**src/rtl/pe_traffic_gen.sv**
```systemverilog
`default_nettype none
// +----------------------------------------------------------------------------+
// | Module      : pe_traffic_gen                                               |
// | Description : Processing-element traffic generator. Polls a NIC register   |
// |               map, injects stamped packets and drains received packets.    |
// |               Optional rx XOR accumulator: PE_TRAFFIC_GEN_RXXOR_EN.        |
// | Revision    : 1.0                                                          |
// +----------------------------------------------------------------------------+
module pe_traffic_gen #(
  parameter int unsigned PACKET_WIDTH = 64,
  parameter logic [7:0]  SRC_ID       = 8'd0
) (
  input  logic                    clk,
  input  logic                    reset,
  input  logic                    start,
  input  logic [15:0]             num_pkts,
  input  logic [15:0]             exp_rx,
  input  logic [15:0]             dest_hdr,
  input  logic [7:0]              gap,
  output logic [1:0]              addr,
  output logic [PACKET_WIDTH-1:0] d_in,
  input  logic [PACKET_WIDTH-1:0] d_out,
  output logic                    nicEn,
  output logic                    nicEnWR,
  output logic                    busy,
  output logic                    done,
  output logic [15:0]             tx_cnt,
  output logic [15:0]             rx_cnt,
  output logic [PACKET_WIDTH-1:0] last_rx,
  output logic [PACKET_WIDTH-1:0] rx_xor
);

  localparam logic [1:0] ADDR_IN_BUF   = 2'b00;
  localparam logic [1:0] ADDR_IN_STAT  = 2'b01;
  localparam logic [1:0] ADDR_OUT_BUF  = 2'b10;
  localparam logic [1:0] ADDR_OUT_STAT = 2'b11;

  typedef enum logic [3:0] {
    IDLE     = 4'd0,
    POLL_OUT = 4'd1,
    CHK_OUT  = 4'd2,
    WR       = 4'd3,
    POLL_IN  = 4'd4,
    CHK_IN   = 4'd5,
    RD_IN    = 4'd6,
    CAP_IN   = 4'd7,
    DONE     = 4'd8
  } state_t;

  state_t                  state_q, state_d;
  logic [15:0]             tx_cnt_q, tx_cnt_d;
  logic [15:0]             rx_cnt_q, rx_cnt_d;
  logic [7:0]              gap_q, gap_d;
  logic [PACKET_WIDTH-1:0] last_rx_q, last_rx_d;
  logic [63:0]             pkt_w;
  logic                    run_clr_w;
  logic                    cap_w;

  assign pkt_w     = {dest_hdr, SRC_ID, 8'h00, 16'h0000, tx_cnt_q};
  assign run_clr_w = (state_q == IDLE) && start;
  assign cap_w     = (state_q == CAP_IN);

  always_comb begin
    state_d   = state_q;
    tx_cnt_d  = tx_cnt_q;
    rx_cnt_d  = rx_cnt_q;
    last_rx_d = last_rx_q;
    gap_d     = (gap_q != 8'd0) ? gap_q - 8'd1 : gap_q;
    nicEn     = 1'b0;
    nicEnWR   = 1'b0;
    addr      = ADDR_IN_BUF;
    d_in      = '0;
    busy      = 1'b1;
    done      = 1'b0;
    case (state_q)
      IDLE: begin
        busy  = 1'b0;
        gap_d = gap_q;
        if (start) begin
          tx_cnt_d  = 16'd0;
          rx_cnt_d  = 16'd0;
          gap_d     = 8'd0;
          last_rx_d = '0;
          state_d   = POLL_OUT;
        end
      end
      POLL_OUT: begin
        nicEn   = 1'b1;
        addr    = ADDR_OUT_STAT;
        state_d = CHK_OUT;
      end
      CHK_OUT: begin
        // d_out carries the output-status word requested in POLL_OUT
        if (!d_out[0] && (tx_cnt_q < num_pkts) && (gap_q == 8'd0)) state_d = WR;
        else                                                        state_d = POLL_IN;
      end
      WR: begin
        nicEn    = 1'b1;
        nicEnWR  = 1'b1;
        addr     = ADDR_OUT_BUF;
        d_in     = PACKET_WIDTH'(pkt_w);
        tx_cnt_d = tx_cnt_q + 16'd1;
        gap_d    = gap;
        state_d  = POLL_IN;
      end
      POLL_IN: begin
        nicEn   = 1'b1;
        addr    = ADDR_IN_STAT;
        state_d = CHK_IN;
      end
      CHK_IN: begin
        if (d_out[0])                                         state_d = RD_IN;
        else if ((tx_cnt_q == num_pkts) && (rx_cnt_q == exp_rx)) state_d = DONE;
        else                                                  state_d = POLL_OUT;
      end
      RD_IN: begin
        nicEn   = 1'b1;
        addr    = ADDR_IN_BUF;
        state_d = CAP_IN;
      end
      CAP_IN: begin
        last_rx_d = d_out;
        rx_cnt_d  = rx_cnt_q + 16'd1;
        state_d   = POLL_OUT;
      end
      DONE: begin
        busy = 1'b0;
        done = 1'b1;
        if (!start) state_d = IDLE;
      end
      default: state_d = IDLE;
    endcase
  end

  always_ff @(posedge clk or negedge reset) begin
    if (!reset) begin
      state_q   <= IDLE;
      tx_cnt_q  <= 16'd0;
      rx_cnt_q  <= 16'd0;
      gap_q     <= 8'd0;
      last_rx_q <= '0;
    end else begin
      state_q   <= state_d;
      tx_cnt_q  <= tx_cnt_d;
      rx_cnt_q  <= rx_cnt_d;
      gap_q     <= gap_d;
      last_rx_q <= last_rx_d;
    end
  end

`ifdef PE_TRAFFIC_GEN_RXXOR_EN
  logic [PACKET_WIDTH-1:0] rx_xor_q, rx_xor_d;

  always_comb begin
    rx_xor_d = rx_xor_q;
    if (run_clr_w)  rx_xor_d = '0;
    else if (cap_w) rx_xor_d = rx_xor_q ^ d_out;
  end

  always_ff @(posedge clk or negedge reset) begin
    if (!reset) rx_xor_q <= '0;
    else        rx_xor_q <= rx_xor_d;
  end

  assign rx_xor = rx_xor_q;
`else
  logic unused_w;
  assign unused_w = run_clr_w ^ cap_w;
  assign rx_xor   = '0;
`endif

  assign tx_cnt  = tx_cnt_q;
  assign rx_cnt  = rx_cnt_q;
  assign last_rx = last_rx_q;

endmodule
`default_nettype wire

```
**config.mk**
```make
export PLATFORM = sky130hd
export DESIGN_NAME = pe_traffic_gen
export DESIGN_NICKNAME = d
export VERILOG_FILES = /design/src/rtl/pe_traffic_gen.sv
export SDC_FILE = /design/constraint.sdc
export NUM_CORES = 1
export LEC_CHECK = 0
export CAP_MARGIN = 40
export CORE_AREA = 2 2 137 139
export DETAILED_ROUTE_END_ITERATION = 7
export DIE_AREA = 0 0 139 141
export PLACE_DENSITY = 0.74
export SYNTH_ARGS = -nofsm -noshare
export SYNTH_HDL_FRONTEND = slang
export SYNTH_SLANG_ARGS = --single-unit
```
**constraint.sdc**
```tcl
create_clock -name clk -period 3 [get_ports clk]
set_clock_uncertainty 0.15 [all_clocks]
set_input_delay 0.45 -clock clk [delete_from_list [all_inputs] [get_ports clk]]
set_output_delay 0.45 -clock clk [all_outputs]
set_load 0.05 [all_outputs]
```
==> metrics.txt <==
Worst Tran Pin Value=622 ps; hold crit path type=register to register; total global-route track usage=0.187; most area-hungry cell type in the Yosys netlist=dfrtp_1; vias in the first global route=5613; Setup WS pre-CTS=233 ps; setup_tns=0 ps; RSZ-0062 raised after global routing=no; EDFF count, synth=0; PortBufs=256; critical path class=register to primary output; Tmin final=2870 ps; Slew headroom=0.582; Reg power frac=0.278; ant diodes=0; top cells by area, synth=dfrtp_1 43%, buf_4 12%, nand2_1 9.7%; Hold Startpoint=last_rx[17]$_DFFE_PN0P_; Root Driver=clkbuf_16; max cap viols=0; # rows=50; Pwr Density=963 nW/um2; ys async rst share=1.00; Synth Flop Type=dfrtp_1; worst-path fanout max=12; Synth Instances=753; period utilization=0.957; Final setup viols=0; vias per cell=4.74; mapped cell area=6310 um2; first-pass GRT wire length=29300 um; dpl hpwl=14000 um; CTS tree=built; Int Pwr=4.35 mW; area of the core=18300 um2; Routed WL per cell=15.1 um; Min-Delay Path Depth=2; drt first pass iters=4; Synth top cells by count=163 x nand2_1, 108 x dfrtp_1, 97 x buf_4, 87 x nand3_1, 34 x o21ai_1; peak supply drop=0.551 mV; Area Growth Syn to Fin=49.3%; critical path arrival=2270 ps; # IOs=353; via count=5855; die area=19600 um2; switching power=4.71 mW; GPL Wtd Cong=0.877; CP Capture Type=primary output; syn avg cell area=8.38 um2; nets=1137; Synth warnings=0; worst setup margin=129 ps; worst-case reg-to-reg path depth=8; DRC violations left=0; largest net degree at the start of global routing=72; layout cells sized above 1=0.0670; total grt overflow=0; most frequent cell after synthesis=nand2_1; Achievable Freq=0.348 GHz; CTS Buf Count=9; switching part of the total=0.520; Worst-path clk slew=70 ps; Clk Latency, worst-skew pair=350 ps; Initial Util=0.345; Max Slew Vio Count=0; count of state elements after synthesis=108; clk buf depth=2; Routed WL=18600 um; Logic pwr share=0.593; post-synthesis sequential area ratio=0.428; H-tree level count=3; post-synthesis cell type count=47; P_leak=4.41 nW; Sink Count=108; initial antenna violation count=0; Crit. Startpoint=state_q[2]$_DFFE_PN0P_; final hold vios=0; Die X=139 um; Final ANT Viol Nets=0; clock share of power=0.129; Synth top area share=0.428; reg2reg start=state_q[3]$_DFFE_PN0P_; Critical Path Source Type=register; status=finished clean; Post-CTS Setup Repair Bufs=0; Die Span Y=141 um; initial DRC count=360; Required @ worst endpoint=2400 ps
==> final timing paths <==
| check | to | slack, ps |
|---|---|---|
| min in group asynchronous | last_rx[6]$_DFFE_PN0P_ | 420 |
| max in group asynchronous | last_rx[34]$_DFFE_PN0P_ | 1500 |
| min | last_rx[17]$_DFFE_PN0P_ | 350 |
| max reg2reg | tx_cnt[13]$_DFFE_PN0P_ | 580 |
| min reg2reg | last_rx[17]$_DFFE_PN0P_ | 350 |
| max | done | 130 |
==> registers in the layout, summed over array words and instances (netlist names) <==
| register | flops |
|---|---|
| state_q | 4 |
| last_rx | 64 |
| gap_q | 8 |
| tx_cnt | 16 |
| rx_cnt | 16 |
==> repair_timing <==
item | CTS | global route
gates resized for setup | 0 | 1
setup endpoints to repair | 0 | 2
hold buffers | 1 | 0
hold endpoints to repair | 31 | 0
==> final cells by class <==
cell class,count,area (um2)
timing repair buffer,268,3030
clock buffer,10,229
multi-input combinational,584,3010
fill,1684,8850
clock inverter,6,58.8
tap,234,293
sequential,108,2700
inverter,24,91.3
==> cell families after synthesis <==
group	count (synthesis)	synth area share
simple gates	357	0.264
compound gates	87	0.0817
mux	7	0.0111
flops	108	0.428
other cells	1	0.000594
fa+ha+maj	19	0.0377
xor+xnor	18	0.0250
buf+inv	156	0.152
==> power groups by stage <==
stage | combinational, mW | clock (mW) | sequential (mW)
2_1_floorplan | 2.14 | 0 | 3.95
3_3_place_gp | 5.36 | 0 | 2.53
3_5_place_dp | 5.41 | 0 | 2.54
4_1_cts | 5.43 | 1.21 | 2.52
5_1_grt | 5.73 | 1.27 | 2.60
6_report | 5.38 | 1.17 | 2.52
==> placed cells by master (no fill, tap or decap), types with 2 or more instances in the layout <==
cell             synthesis  layout
xnor2_1                  9       9
nor4_2                   2       2
o31ai_1                  4       4
and2_1                  33      33
inv_1                   22      22
a211oi_1                 3       3
a32oi_1                  4       4
buf_12                   0      37
o21ai_0                  7       7
nor2_1                  28      28
o21ai_1                 34      34
dfrtp_1                108     108
nor3b_2                  1       2
xor2_1                   9       9
nor4_1                   4       4
nand3_1                 87      87
clkdlybuf4s50_1          0     222
clkbuf_16                0       9
inv_6                    0       3
nand4_1                 15      15
a31oi_1                  2       2
o211ai_1                 6       6
nor3_1                   8       8
ha_1                    19      19
buf_4                   97       8
a21oi_1                 18      18
and3_1                   5       5
conb_1                   1      96
mux2i_1                  7       7
nor2b_1                  4       4
nand2_1                163     162
==> layer usage <==
| metal | track usage | wire length, um | vias up |
|---|---|---|---|
| met5 | 0 | 0 | - |
| met4 | 0.0606 | 343 | 0 |
| met3 | 0.0656 | 1600 | 18 |
| met2 | 0.319 | 9270 | 267 |
| met1 | 0.222 | 7390 | 2750 |
| li1 | - | - | 2820 |
==> critical path, cell delays in order (launching register included) <==
cell and delay, ps:
dfrtp_1 520, nor2_1 300, and3_1 240, clkdlybuf4s50_1 860
==> per-stage QoR <==
stage | power, mW | util | hold slack, ps | cell area (um2) | cells
after global routing | 9.61 | 0.516 | 368 | 9420 | 1234
after floorplan | 6.09 | - | 4.41 | 6670 | 848
final | 9.07 | 0.516 | 346 | 9420 | 1234
after detailed placement | 7.95 | 0.499 | 276 | 9120 | 1217
after global placement | 7.88 | 0.499 | 275 | 9120 | 1217
after CTS | 9.15 | 0.516 | 351 | 9420 | 1234
Power figures use the tool's default switching activity.
